`src/rtl/otter_id_ex_reg.sv`:
```
// otter_id_ex_reg: ID/EX pipeline register with load-use hazard detection
// for the OTTER 5-stage RV32I pipeline.
// Optional performance counters are enabled by defining OTTER_ID_EX_PERF_EN.
module otter_id_ex_reg #(
  parameter int          XLEN      = 32,
  parameter logic [31:0] NOP_INSTR = 32'h00000013
) (
  input  logic            CLK,
  input  logic            RST,
  input  logic            ID_VALID,
  input  logic [XLEN-1:0] ID_PC,
  input  logic [31:0]     ID_IR,
  input  logic [XLEN-1:0] ID_RS1,
  input  logic [XLEN-1:0] ID_RS2,
  input  logic            ID_ALU_SRCA,
  input  logic [1:0]      ID_ALU_SRCB,
  input  logic [3:0]      ID_ALU_FUN,
  input  logic [1:0]      ID_RF_WR_SEL,
  input  logic            EX_FLUSH,
  input  logic            MEM_STALL,
  output logic            ID_STALL,
  output logic            EX_VALID,
  output logic [XLEN-1:0] EX_PC,
  output logic [31:0]     EX_IR,
  output logic [XLEN-1:0] EX_RS1,
  output logic [XLEN-1:0] EX_RS2,
  output logic            EX_ALU_SRCA,
  output logic [1:0]      EX_ALU_SRCB,
  output logic [3:0]      EX_ALU_FUN,
  output logic [1:0]      EX_RF_WR_SEL,
  output logic            EX_REG_WR,
  output logic            EX_MEM_WE,
  output logic            EX_MEM_RE,
`ifdef OTTER_ID_EX_PERF_EN
  output logic [31:0]     PERF_BUBBLES,
  output logic [31:0]     PERF_FLUSHES,
`endif
  output logic [4:0]      EX_RD
);

  localparam logic [6:0] OP_LUI    = 7'b0110111;
  localparam logic [6:0] OP_AUIPC  = 7'b0010111;
  localparam logic [6:0] OP_JAL    = 7'b1101111;
  localparam logic [6:0] OP_OP     = 7'b0110011;
  localparam logic [6:0] OP_BRANCH = 7'b1100011;
  localparam logic [6:0] OP_STORE  = 7'b0100011;
  localparam logic [6:0] OP_LOAD   = 7'b0000011;
  localparam logic [6:0] OP_SYSTEM = 7'b1110011;

  logic            ex_valid_q,    ex_valid_d;
  logic [XLEN-1:0] ex_pc_q,       ex_pc_d;
  logic [31:0]     ex_ir_q,       ex_ir_d;
  logic [XLEN-1:0] ex_rs1_q,      ex_rs1_d;
  logic [XLEN-1:0] ex_rs2_q,      ex_rs2_d;
  logic            ex_alu_srca_q, ex_alu_srca_d;
  logic [1:0]      ex_alu_srcb_q, ex_alu_srcb_d;
  logic [3:0]      ex_alu_fun_q,  ex_alu_fun_d;
  logic [1:0]      ex_rf_wr_sel_q, ex_rf_wr_sel_d;
  logic            ex_reg_wr_q,   ex_reg_wr_d;
  logic            ex_mem_we_q,   ex_mem_we_d;
  logic            ex_mem_re_q,   ex_mem_re_d;

  logic [6:0] opcode;
  logic [4:0] rd, rs1, rs2, ex_rd;
  logic [2:0] funct3;
  logic       uses_rs1, uses_rs2;
  logic       dec_reg_wr, dec_mem_we, dec_mem_re;
  logic       hz, load_bubble;

  // Decode the ID instruction and detect a load in EX feeding one of its sources.
  always_comb begin
    opcode   = ID_IR[6:0];
    rd       = ID_IR[11:7];
    funct3   = ID_IR[14:12];
    rs1      = ID_IR[19:15];
    rs2      = ID_IR[24:20];
    ex_rd    = ex_ir_q[11:7];
    uses_rs1 = !((opcode == OP_LUI) || (opcode == OP_AUIPC) || (opcode == OP_JAL));
    uses_rs2 = (opcode == OP_OP) || (opcode == OP_BRANCH) || (opcode == OP_STORE);
    // ecall/ebreak/mret (SYSTEM, funct3==0) never write rd; CSR ops do.
    dec_reg_wr = ID_VALID && (rd != 5'd0) && (opcode != OP_BRANCH) && (opcode != OP_STORE)
                 && !((opcode == OP_SYSTEM) && (funct3 == 3'd0));
    dec_mem_we = ID_VALID && (opcode == OP_STORE);
    dec_mem_re = ID_VALID && (opcode == OP_LOAD);
    hz = ID_VALID && ex_valid_q && ex_mem_re_q && (ex_rd != 5'd0)
         && ((uses_rs1 && (rs1 == ex_rd)) || (uses_rs2 && (rs2 == ex_rd)));
    // A flush already discards the ID instruction, so no need to hold it.
    ID_STALL    = MEM_STALL || (hz && !EX_FLUSH);
    load_bubble = !MEM_STALL && !EX_FLUSH && hz;
  end

  // Next EX slot: hold on downstream stall, bubble on flush or load-use, else capture.
  always_comb begin
    ex_valid_d     = ex_valid_q;
    ex_pc_d        = ex_pc_q;
    ex_ir_d        = ex_ir_q;
    ex_rs1_d       = ex_rs1_q;
    ex_rs2_d       = ex_rs2_q;
    ex_alu_srca_d  = ex_alu_srca_q;
    ex_alu_srcb_d  = ex_alu_srcb_q;
    ex_alu_fun_d   = ex_alu_fun_q;
    ex_rf_wr_sel_d = ex_rf_wr_sel_q;
    ex_reg_wr_d    = ex_reg_wr_q;
    ex_mem_we_d    = ex_mem_we_q;
    ex_mem_re_d    = ex_mem_re_q;
    if (!MEM_STALL) begin
      if (EX_FLUSH || hz) begin
        ex_valid_d     = 1'b0;
        ex_pc_d        = '0;
        ex_ir_d        = NOP_INSTR;
        ex_rs1_d       = '0;
        ex_rs2_d       = '0;
        ex_alu_srca_d  = 1'b0;
        ex_alu_srcb_d  = '0;
        ex_alu_fun_d   = '0;
        ex_rf_wr_sel_d = '0;
        ex_reg_wr_d    = 1'b0;
        ex_mem_we_d    = 1'b0;
        ex_mem_re_d    = 1'b0;
      end else begin
        ex_valid_d     = ID_VALID;
        ex_pc_d        = ID_PC;
        ex_ir_d        = ID_IR;
        ex_rs1_d       = ID_RS1;
        ex_rs2_d       = ID_RS2;
        ex_alu_srca_d  = ID_ALU_SRCA;
        ex_alu_srcb_d  = ID_ALU_SRCB;
        ex_alu_fun_d   = ID_ALU_FUN;
        ex_rf_wr_sel_d = ID_RF_WR_SEL;
        ex_reg_wr_d    = dec_reg_wr;
        ex_mem_we_d    = dec_mem_we;
        ex_mem_re_d    = dec_mem_re;
      end
    end
  end

  // EX slot register; reset state equals a bubble.
  always_ff @(posedge CLK) begin
    if (RST) begin
      ex_valid_q     <= 1'b0;
      ex_pc_q        <= '0;
      ex_ir_q        <= NOP_INSTR;
      ex_rs1_q       <= '0;
      ex_rs2_q       <= '0;
      ex_alu_srca_q  <= 1'b0;
      ex_alu_srcb_q  <= '0;
      ex_alu_fun_q   <= '0;
      ex_rf_wr_sel_q <= '0;
      ex_reg_wr_q    <= 1'b0;
      ex_mem_we_q    <= 1'b0;
      ex_mem_re_q    <= 1'b0;
    end else begin
      ex_valid_q     <= ex_valid_d;
      ex_pc_q        <= ex_pc_d;
      ex_ir_q        <= ex_ir_d;
      ex_rs1_q       <= ex_rs1_d;
      ex_rs2_q       <= ex_rs2_d;
      ex_alu_srca_q  <= ex_alu_srca_d;
      ex_alu_srcb_q  <= ex_alu_srcb_d;
      ex_alu_fun_q   <= ex_alu_fun_d;
      ex_rf_wr_sel_q <= ex_rf_wr_sel_d;
      ex_reg_wr_q    <= ex_reg_wr_d;
      ex_mem_we_q    <= ex_mem_we_d;
      ex_mem_re_q    <= ex_mem_re_d;
    end
  end

`ifdef OTTER_ID_EX_PERF_EN
  logic [31:0] perf_bubbles_q, perf_bubbles_d;
  logic [31:0] perf_flushes_q, perf_flushes_d;

  // Count load-use bubbles and flush edges; both freeze while the pipe is stalled.
  always_comb begin
    perf_bubbles_d = perf_bubbles_q + (load_bubble ? 32'd1 : 32'd0);
    perf_flushes_d = perf_flushes_q + ((!MEM_STALL && EX_FLUSH) ? 32'd1 : 32'd0);
  end

  // Counter registers.
  always_ff @(posedge CLK) begin
    if (RST) begin
      perf_bubbles_q <= '0;
      perf_flushes_q <= '0;
    end else begin
      perf_bubbles_q <= perf_bubbles_d;
      perf_flushes_q <= perf_flushes_d;
    end
  end

  assign PERF_BUBBLES = perf_bubbles_q;
  assign PERF_FLUSHES = perf_flushes_q;
`else
  logic unused_load_bubble;
  assign unused_load_bubble = load_bubble;
`endif

  assign EX_VALID     = ex_valid_q;
  assign EX_PC        = ex_pc_q;
  assign EX_IR        = ex_ir_q;
  assign EX_RS1       = ex_rs1_q;
  assign EX_RS2       = ex_rs2_q;
  assign EX_ALU_SRCA  = ex_alu_srca_q;
  assign EX_ALU_SRCB  = ex_alu_srcb_q;
  assign EX_ALU_FUN   = ex_alu_fun_q;
  assign EX_RF_WR_SEL = ex_rf_wr_sel_q;
  assign EX_REG_WR    = ex_reg_wr_q;
  assign EX_MEM_WE    = ex_mem_we_q;
  assign EX_MEM_RE    = ex_mem_re_q;
  assign EX_RD        = ex_rd;

endmodule

```
`config.mk`:
```
export PLATFORM = sky130hd
export DESIGN_NAME = otter_id_ex_reg
export DESIGN_NICKNAME = d
export VERILOG_FILES = /design/src/rtl/otter_id_ex_reg.sv
export SDC_FILE = /design/constraint.sdc
export NUM_CORES = 1
export LEC_CHECK = 0
export BUFFER_PORTS_ARGS = -buffer_cell sky130_fd_sc_hd__buf_2
export CORE_ASPECT_RATIO = 0.6
export CORE_MARGIN = 5
export CORE_UTILIZATION = 42
export CTS_BUF_LIST = sky130_fd_sc_hd__clkbuf_8 sky130_fd_sc_hd__clkbuf_16
export DETAILED_ROUTE_END_ITERATION = 8
export PLACE_DENSITY = 0.83
export SYNTH_ARGS = -nofsm -noshare
export SYNTH_HDL_FRONTEND = slang
export SYNTH_SLANG_ARGS = --single-unit
```
`constraint.sdc`:
```
create_clock -name CLK -period 3.1 [get_ports CLK]
set_input_delay 0.62 -clock CLK [delete_from_list [all_inputs] [get_ports CLK]]
set_output_delay 0.62 -clock CLK [all_outputs]
set_load 0.01 [all_outputs]
```
==> metrics.yaml, run 1 <==
status: "completed"
cp_max_fo: 4
dr_wl_met3_microns: 1460
cts_resized: 0
endpoint_kind: "output pin"
drt-total-wl_microns: 14200
cts_tree: "built"
start_util_pct: 43.1
slew_headroom_pct: 45.4
post-route-min-period_ns: 2.68
hold_path.class: "input port to flip-flop"
syn_inst: 365
grt_antenna_before_repair: 0
fmax_mhz: 373
place.gp.congestion: 0.909
worst-r2r-cell-count: 6
nFillCells: 880
rr_endpoint: "EX_PC[18]"
yosysUniqueCellTypes: 30
p_seq_share_pct: 43.0
die-area_sq_um: 13200
setup_viol: 0
die_h_microns: 90.9
avgSynthCellArea_sq_um: 12.6
syn_to_final_growth_pct: 46.0
root_buffer: "clkbuf_16"
die_x_microns: 145
worstHoldPathCells: 2
cp-start-kind: "input port"
holdPathEnd: "EX_PC[7]"
clock_latency_ns: 0.40
timing_hold_violations_final: 0
fin_setup_tns_ns: 0
crit_top_cell: "buf_2"
dr.max_layer_used: "met4"
diodes: 0
power.switching_mw: 1.03
vias_per_cell: 5.15
core.rowCount: 29
crit_chain: "buf_2, nand2_1, or4b_1, nor3_1, nor2_1, o31ai_1, buf_2"
ios: 289
htree_levels: 4
post-route-period-util_pct: 86.6
critPathSlowestCell: "or4b_1"
hold_buffers: 0
drive_above_1_share_pct: 50.3
grt_pass1_vias: 4139
gr-total-overflow: 0
tightest_slew_ns: 0.819
cts_setup_buffers: 0
multi_input_area_sq_um: 1560
wl_met2_microns: 6930
irDropWorstVdd_uv: 455
rrSetupSlack_ns: 0.51
p_clk_share_pct: 48.9
required_ns: 2.48
grt_pass1_wl_microns: 21400
switching_share_pct: 22.9
core_area_sq_um: 10600
seqCellArea_sq_um: 2820
power_density_nw_per_um2: 669
vias: 4094
cts_max_path_buffers: 2
worstSetupPathType: "input port to output pin"
wl_per_cell_microns: 17.8
grt_setup_unrepaired: "false"
synth-main-ff-cell: "dfxtp_1"
grt_max_degree: 83
hold_start: "ID_PC[7]"
ys_seq_elements: 141
async_flop_share_pct: 0
synth_fp_nets: 507
ant_nets: 0
first_iter_violations: 212
cpPeakStageDelay_ns: 0.59
path_buf_inv: 2
cts_sinks: 141
cap_viol_max_count: 0
crit_arrival_ns: 2.06
p_comb_share_pct: 8.1
clk_pin_slew_ns: 0.06
final_common_cell: "buf_2"
dp_hpwl_microns: 10500
synth_edf_count: 0
critPathTopFamily: "simple AND/OR/NAND/NOR gates"
port_buffers: 288
fin_util_pct: 62.9
drc_errors: 0
internal-power_mw: 3.45
cts_buffers: 17
r2r-start: "EX_IR[7]"
wl_met1_microns: 5690
finalClockSkew_ns: 0.00576
seq_area_frac_synth_pct: 61.6
syn_area_sq_um: 4580
grt.total_usage_pct: 20.1
first_pass_iters: 4
leakagePower_nw: 3.39
yosys_warnings: 0
slew_viol_final: 0
final_cell_mix: "buf_2 (288), dfxtp_1 (141), a22o_1 (137)"
layout.nets: 785
## per-layer routing
layer,vias to the layer above,global-route usage (%)
met3,7,6.88
li1,1966,-
met5,-,0
met1,1929,24.9
met4,0,5.20
met2,192,33.6
## cells by family after synthesis
| kind of cell | synth area share [%] |
|---|---|
| compound gates | 28.0 |
| xor+xnor | 1.91 |
| buf+inv | 4.70 |
| flops | 61.6 |
| simple gates | 3.80 |
## cell usage after synthesis (3+ instances only)
cell type / number / share of area [%]
nand2_1: 4 / 0.33
dfxtp_1: 141 / 62
buf_4: 6 / 0.98
clkbuf_1: 15 / 1.2
nor4_1: 3 / 0.41
nor2_1: 5 / 0.41
a22o_1: 137 / 26
nand3_1: 3 / 0.33
nor3_1: 3 / 0.33
or4_1: 3 / 0.49
xnor2_1: 10 / 1.9
buf_2: 7 / 0.76
buf_6: 6 / 1.5
inv_1: 3 / 0.25
## through the flow
| step | cells | cell area, sq um | hold WS [ns] | power [mW] | worst slack (ns) |
|---|---|---|---|---|---|
| floorplan | 365 | 4580 | 0.519 | 2.13 | 0.669 |
| global placement | 763 | 6040 | 0.456 | 2.31 | 0.239 |
| detailed placement | 763 | 6040 | 0.458 | 2.32 | 0.223 |
| CTS | 795 | 6690 | 0.408 | 4.51 | 0.408 |
| global route | 795 | 6690 | 0.408 | 4.64 | 0.272 |
| finish | 795 | 6690 | 0.428 | 4.47 | 0.416 |
## final cells by class
cell class                      instances  share of cell area (%)
Clock buffer                           18                    6.56
Clock inverter                         14                    3.09
Inverter                                3                   0.168
Multi-Input combinational cell        187                    23.3
Sequential cell                       141                    42.2
Tap cell                              139                    2.60
Timing Repair Buffer                  293                    22.1
## how the worst max path moves through the flow
stage / start / endpoint / slack, ns / cells past startpoint
6_report: ID_IR[1] / ID_STALL / 0.42 / 7
3_5_place_dp: ID_IR[1] / EX_RS1[2] / 0.22 / 7
5_1_grt: ID_IR[1] / ID_STALL / 0.27 / 7
2_1_floorplan: ID_IR[1] / ID_STALL / 0.67 / 5
3_3_place_gp: ID_IR[1] / EX_RS2[30] / 0.24 / 7
4_1_cts: ID_IR[1] / ID_STALL / 0.41 / 7
## registers in the layout, summed over array words and instances, names as in the netlist
name	flops
EX_ALU_SRCB	2
EX_ALU_SRCA	1
EX_IR	32
EX_ALU_FUN	4
EX_PC	32
EX_REG_WR	1
EX_MEM_RE	1
EX_VALID	1
EX_RF_WR_SEL	2
EX_RS1	32
EX_MEM_WE	1
EX_RS2	32
## power groups by stage
stage	sequential, mW	combinational (mW)	clock, mW
after CTS	1.92	0.365	2.22
after global placement	1.96	0.354	0
after global routing	1.93	0.393	2.32
after detailed placement	1.96	0.363	0
final	1.92	0.362	2.19
after floorplan	1.99	0.131	0
No activity file was read; power rests on OpenSTA's default activity.
==> run 2: changes to the inputs <==
CELL_PAD_IN_SITES_DETAIL_PLACEMENT = 0   (was default)
CELL_PAD_IN_SITES_GLOBAL_PLACEMENT = 1   (was default)
CORE_UTILIZATION = 31   (was 42)
clock period = 2.99 ns   (was 3.1 ns; I/O delays follow)
==> run 2 against run 1 <==
Compared with the run above: cell count increased by 7.0%; sequential share of layout area is 0.46 points lower; clock-buffer cell count is 1 lower; flip-flop and latch count did not move; die area up 32%; first-iteration DRC count is 11% higher; register-to-register slack worse by 0.07 ns.
==> metrics.yaml, run 2 (synthesis results as in run 1) <==
crit_arrival_ns: 2.02
grt_pass1_wl_microns: 22000
slew_headroom_pct: 50.5
irDropWorstVdd_uv: 345
cts_sinks: 141
cts_buffers: 17
die_x_microns: 167
drc_errors: 0
clock_latency_ns: 0.40
status: "completed"
root_buffer: "clkbuf_16"
gr-total-overflow: 0
clk_pin_slew_ns: 0.06
ios: 289
grt_pass1_vias: 4156
vias: 4061
die_h_microns: 104
ant_nets: 0
cts_setup_buffers: 0
crit_chain: "buf_2, nand2_1, or4b_1, nor3_1, nor2_1, o31ai_1, buf_2"
rrSetupSlack_ns: 0.44
diodes: 0
die-area_sq_um: 17400
dp_hpwl_microns: 10300
cp-start-kind: "input port"
tightest_slew_ns: 0.742
slew_viol_final: 0
core_area_sq_um: 14500
power.total_mw: 4.66
core.rowCount: 34
final_common_cell: "buf_2"
grt_setup_unrepaired: "false"
grt_max_degree: 135
drive_above_1_share_pct: 50.1
hold_buffers: 0
worst-r2r-cell-count: 7
drt-total-wl_microns: 14200
vias_per_cell: 4.77
post-route-min-period_ns: 2.62
leakagePower_nw: 3.39
syn_to_final_growth_pct: 47.6
first_iter_violations: 235
final_area_sq_um: 6760
fin_setup_tns_ns: 0
dpl.cell_count: 821
port_buffers: 288
fmax_mhz: 382
cpPeakStageDelay_ns: 0.57
cts_resized: 0
place.gp.congestion: 0.870
cap_viol_max_count: 0
crit_top_cell: "buf_2"
cp_max_fo: 4
stdcell_count: 851
r2r-start: "EX_IR[8]"
worstHoldPathCells: 2
holdPathEnd: "EX_RS1[4]"
wl_per_cell_microns: 16.6
critPathSlowestCell: "or4b_1"
hold_start: "ID_RS1[4]"
htree_levels: 4
finalClockSkew_ns: 0.00728
power_density_nw_per_um2: 689
worstSetupPathType: "input port to output pin"
start_util_pct: 31.6
required_ns: 2.39
cts_tree: "built"
endpoint_kind: "output pin"
placed_cell_area_sq_um: 6120
cts_max_path_buffers: 2
final_cell_mix: "buf_2 (288), dfxtp_1 (141), a22o_1 (137)"
rr_endpoint: "EX_RS2[6]"
first_pass_iters: 4
hold_path.class: "input port to flip-flop"
post-route-period-util_pct: 87.6
layout.nets: 784
grt_antenna_before_repair: 0
grt.total_usage_pct: 15.4
timing_hold_violations_final: 0
setup_viol: 0
run 2: area by class of cell:
class                           count  area [sq um]
Fill cell                        1361          7740
Sequential cell                   141          2820
Multi-Input combinational cell    187          1560
Timing Repair Buffer              292          1480
Clock buffer                       17           425
Tap cell                          198           248
Clock inverter                     13           215
Inverter                            3          11.3
run 2: metrics by stage:
stage,setup slack (ns),utilization (%),hold slack (ns)
6_report,0.372,46.6,0.403
5_1_grt,0.300,46.6,0.385
4_1_cts,0.366,46.6,0.378
3_5_place_dp,0.294,42.2,0.459
3_3_place_gp,0.386,42.2,0.456
2_1_floorplan,0.603,-,0.519
run 2: worst max-delay path: cells and delay by family:
| family | cells | cell delay [ns] |
|---|---|---|
| simple gates | 4 | 0.89 |
| buf+inv | 2 | 0.28 |
| compound gates | 1 | 0.24 |
run 2: where the power goes:
group	internal [mW]	switching [mW]	total [mW]
Clock	1.48	0.808	2.29
Sequential	1.95	0.0428	2.00
Combinational	0.182	0.193	0.375
Total	3.62	1.04	4.66
run 2: per-layer routing:
metal / wire (microns) / GRT usage [%] / vias to the layer above
met3: 1390 / 7.25 / 15
met2: 6130 / 22.4 / 192
met4: 126 / 4.26 / 0
met1: 6510 / 20.3 / 1898
li1: - / - / 1956
met5: 0 / 0 / -
run 2: how the worst max path moves through the flow:
stage | from | to | slack, ns | cells past startpoint
floorplan | ID_IR[1] | ID_STALL | 0.60 | 5
global placement | ID_IR[1] | ID_STALL | 0.39 | 7
detailed placement | ID_IR[1] | EX_RS2[6] | 0.29 | 7
CTS | ID_IR[1] | ID_STALL | 0.37 | 7
global route | ID_IR[1] | ID_STALL | 0.30 | 7
finish | ID_IR[1] | ID_STALL | 0.37 | 7
==> run 3: changes to the inputs <==
BUFFER_PORTS_ARGS = -buffer_cell sky130_fd_sc_hd__buf_4   (was -buffer_cell sky130_fd_sc_hd__buf_2)
CORE_MARGIN = 2   (was 5)
==> run 3 against run 2 <==
Compared with the run above: via count up 0.27%; clock skew up 0.0041 ns; total power down 2.4%; register-to-register slack worse by 0.03 ns; final area up 10%; fmax up 1.5%; sequential share of layout area down 3.8 points; sequential power about the same; highest routed layer unchanged; largest cell class unchanged; cell count up 0.35%.
==> metrics.yaml, run 3 (synthesis results as in run 1) <==
finalClockSkew_ns: 0.0114
crit_path_start: "EX_IR[7]"
ant_nets: 0
p_seq_share_pct: 43.9
drc_errors: 0
dp_hpwl_microns: 10000
htree_levels: 4
drive_above_1_share_pct: 50.3
grt_antenna_before_repair: 0
place.gp.congestion: 0.917
power.switching_mw: 1.12
first_iter_violations: 280
fmax_mhz: 388
power_density_nw_per_um2: 612
slew_headroom_pct: 42.4
drt-total-wl_microns: 14000
placed_cell_area_sq_um: 6850
p_comb_share_pct: 10.2
grt_setup_unrepaired: "false"
die_h_microns: 98.2
grt_max_degree: 77
layout.nets: 785
cts_max_path_buffers: 2
cts_buffers: 17
syn_to_final_growth_pct: 62.3
pre_cts_slack_ns: 0.349
root_buffer: "clkbuf_16"
hold_path.class: "input port to flip-flop"
timing_hold_violations_final: 0
setup_viol: 0
fin_setup_tns_ns: 0
ios: 289
r2r-start: "EX_IR[7]"
internal-power_mw: 3.43
switching_share_pct: 24.7
clk_pin_slew_ns: 0.07
grt_pass1_wl_microns: 21200
cts_setup_buffers: 0
post-route-period-util_pct: 86.3
hold_buffers: 0
diodes: 0
die_x_microns: 161
cp-start-kind: "flip-flop"
whs_ns: 0.398
endpoint_kind: "flip-flop"
power.total_mw: 4.55
cts_resized: 0
vias: 4072
port_buffers: 288
worstSetupPathType: "flip-flop to flip-flop"
cp_max_fo: 58
final_cell_mix: "buf_4 (292), dfxtp_1 (141), a22o_1 (137)"
vias_per_cell: 4.77
final_area_sq_um: 7440
required_ns: 3.33
core_area_sq_um: 14500
die-area_sq_um: 15800
status: "completed"
cts_tree: "built"
gr-total-overflow: 0
leakagePower_nw: 3.49
grt.total_usage_pct: 16.9
layout_setup_ws_ns: 0.411
grt_pass1_vias: 4016
irDropWorstVdd_uv: 320
hold_start: "ID_RS2[18]"
crit_arrival_ns: 2.92
post-route-min-period_ns: 2.58
core.rowCount: 34
slew_viol_final: 0
cts_sinks: 141
nFillCells: 1291
first_pass_iters: 5
tightest_slew_ns: 0.855
final_common_cell: "buf_4"
start_util_pct: 31.7
clock_latency_ns: 0.41
wl_per_cell_microns: 16.4
cap_viol_max_count: 0
p_clk_share_pct: 45.8
run 3: cell types whose count changed in the layout (fill, tap and decap cells not counted), moves of 3 or more:
cell | previous run | this run
bufinv_16 | 5 | 1
buf_4 | 3 | 292
inv_8 | 0 | 3
clkinv_4 | 3 | 0
buf_2 | 288 | 0
inv_6 | 3 | 6
clkinvlp_4 | 1 | 4
run 3: path summary, 6_finish.rpt:
| check | depth (start not counted) | slack [ns] | to |
|---|---|---|---|
| worst min-delay path | 2 | 0.40 | EX_RS2[18] |
| worst max register to register | 6 | 0.41 | EX_RS1[10] |
| worst min register to register | 1 | 0.48 | EX_RS2[2] |
| worst max-delay path | 6 | 0.41 | EX_RS1[10] |
run 3: through the flow:
stage,instances,utilization (%)
floorplan,365,-
global placement,822,47.4
detailed placement,822,47.4
CTS,854,51.4
global route,854,51.4
finish,854,51.4
run 3: worst max-delay path, stage by stage, from the launching register on:
cell and delay [ns]:
dfxtp_1 0.40, or4_1 0.62, o2111ai_2 0.29, nor4_1 0.17
nor3_4 0.26, buf_4 0.53, a22o_1 0.22
run 3: power by group through the flow:
stage / Sequential, mW / Combinational, mW / Clock, mW
floorplan: 2.07 / 0.136 / 0
CTS: 2.00 / 0.469 / 2.15
finish: 2.00 / 0.466 / 2.09
global route: 2.01 / 0.498 / 2.23
global placement: 2.04 / 0.459 / 0
detailed placement: 2.04 / 0.469 / 0
run 3: layer usage:
| metal | track usage, % | wire (microns) |
|---|---|---|
| met1 | 21.7 | 6200 |
| met2 | 25.4 | 6280 |
| met3 | 7.52 | 1370 |
| met4 | 5.91 | 146 |
| met5 | 0 | 0 |
run 3: cell type report:
class,count,area (sq um),share of cell area (%)
flip-flops and latches,141,2820,38.0
multi-input cells,187,1560,20.9
well taps,198,248,3.33
inverters,3,11.3,0.151
clock buffers,18,439,5.91
clock inverters,14,146,1.97
repair buffers,293,2210,29.7
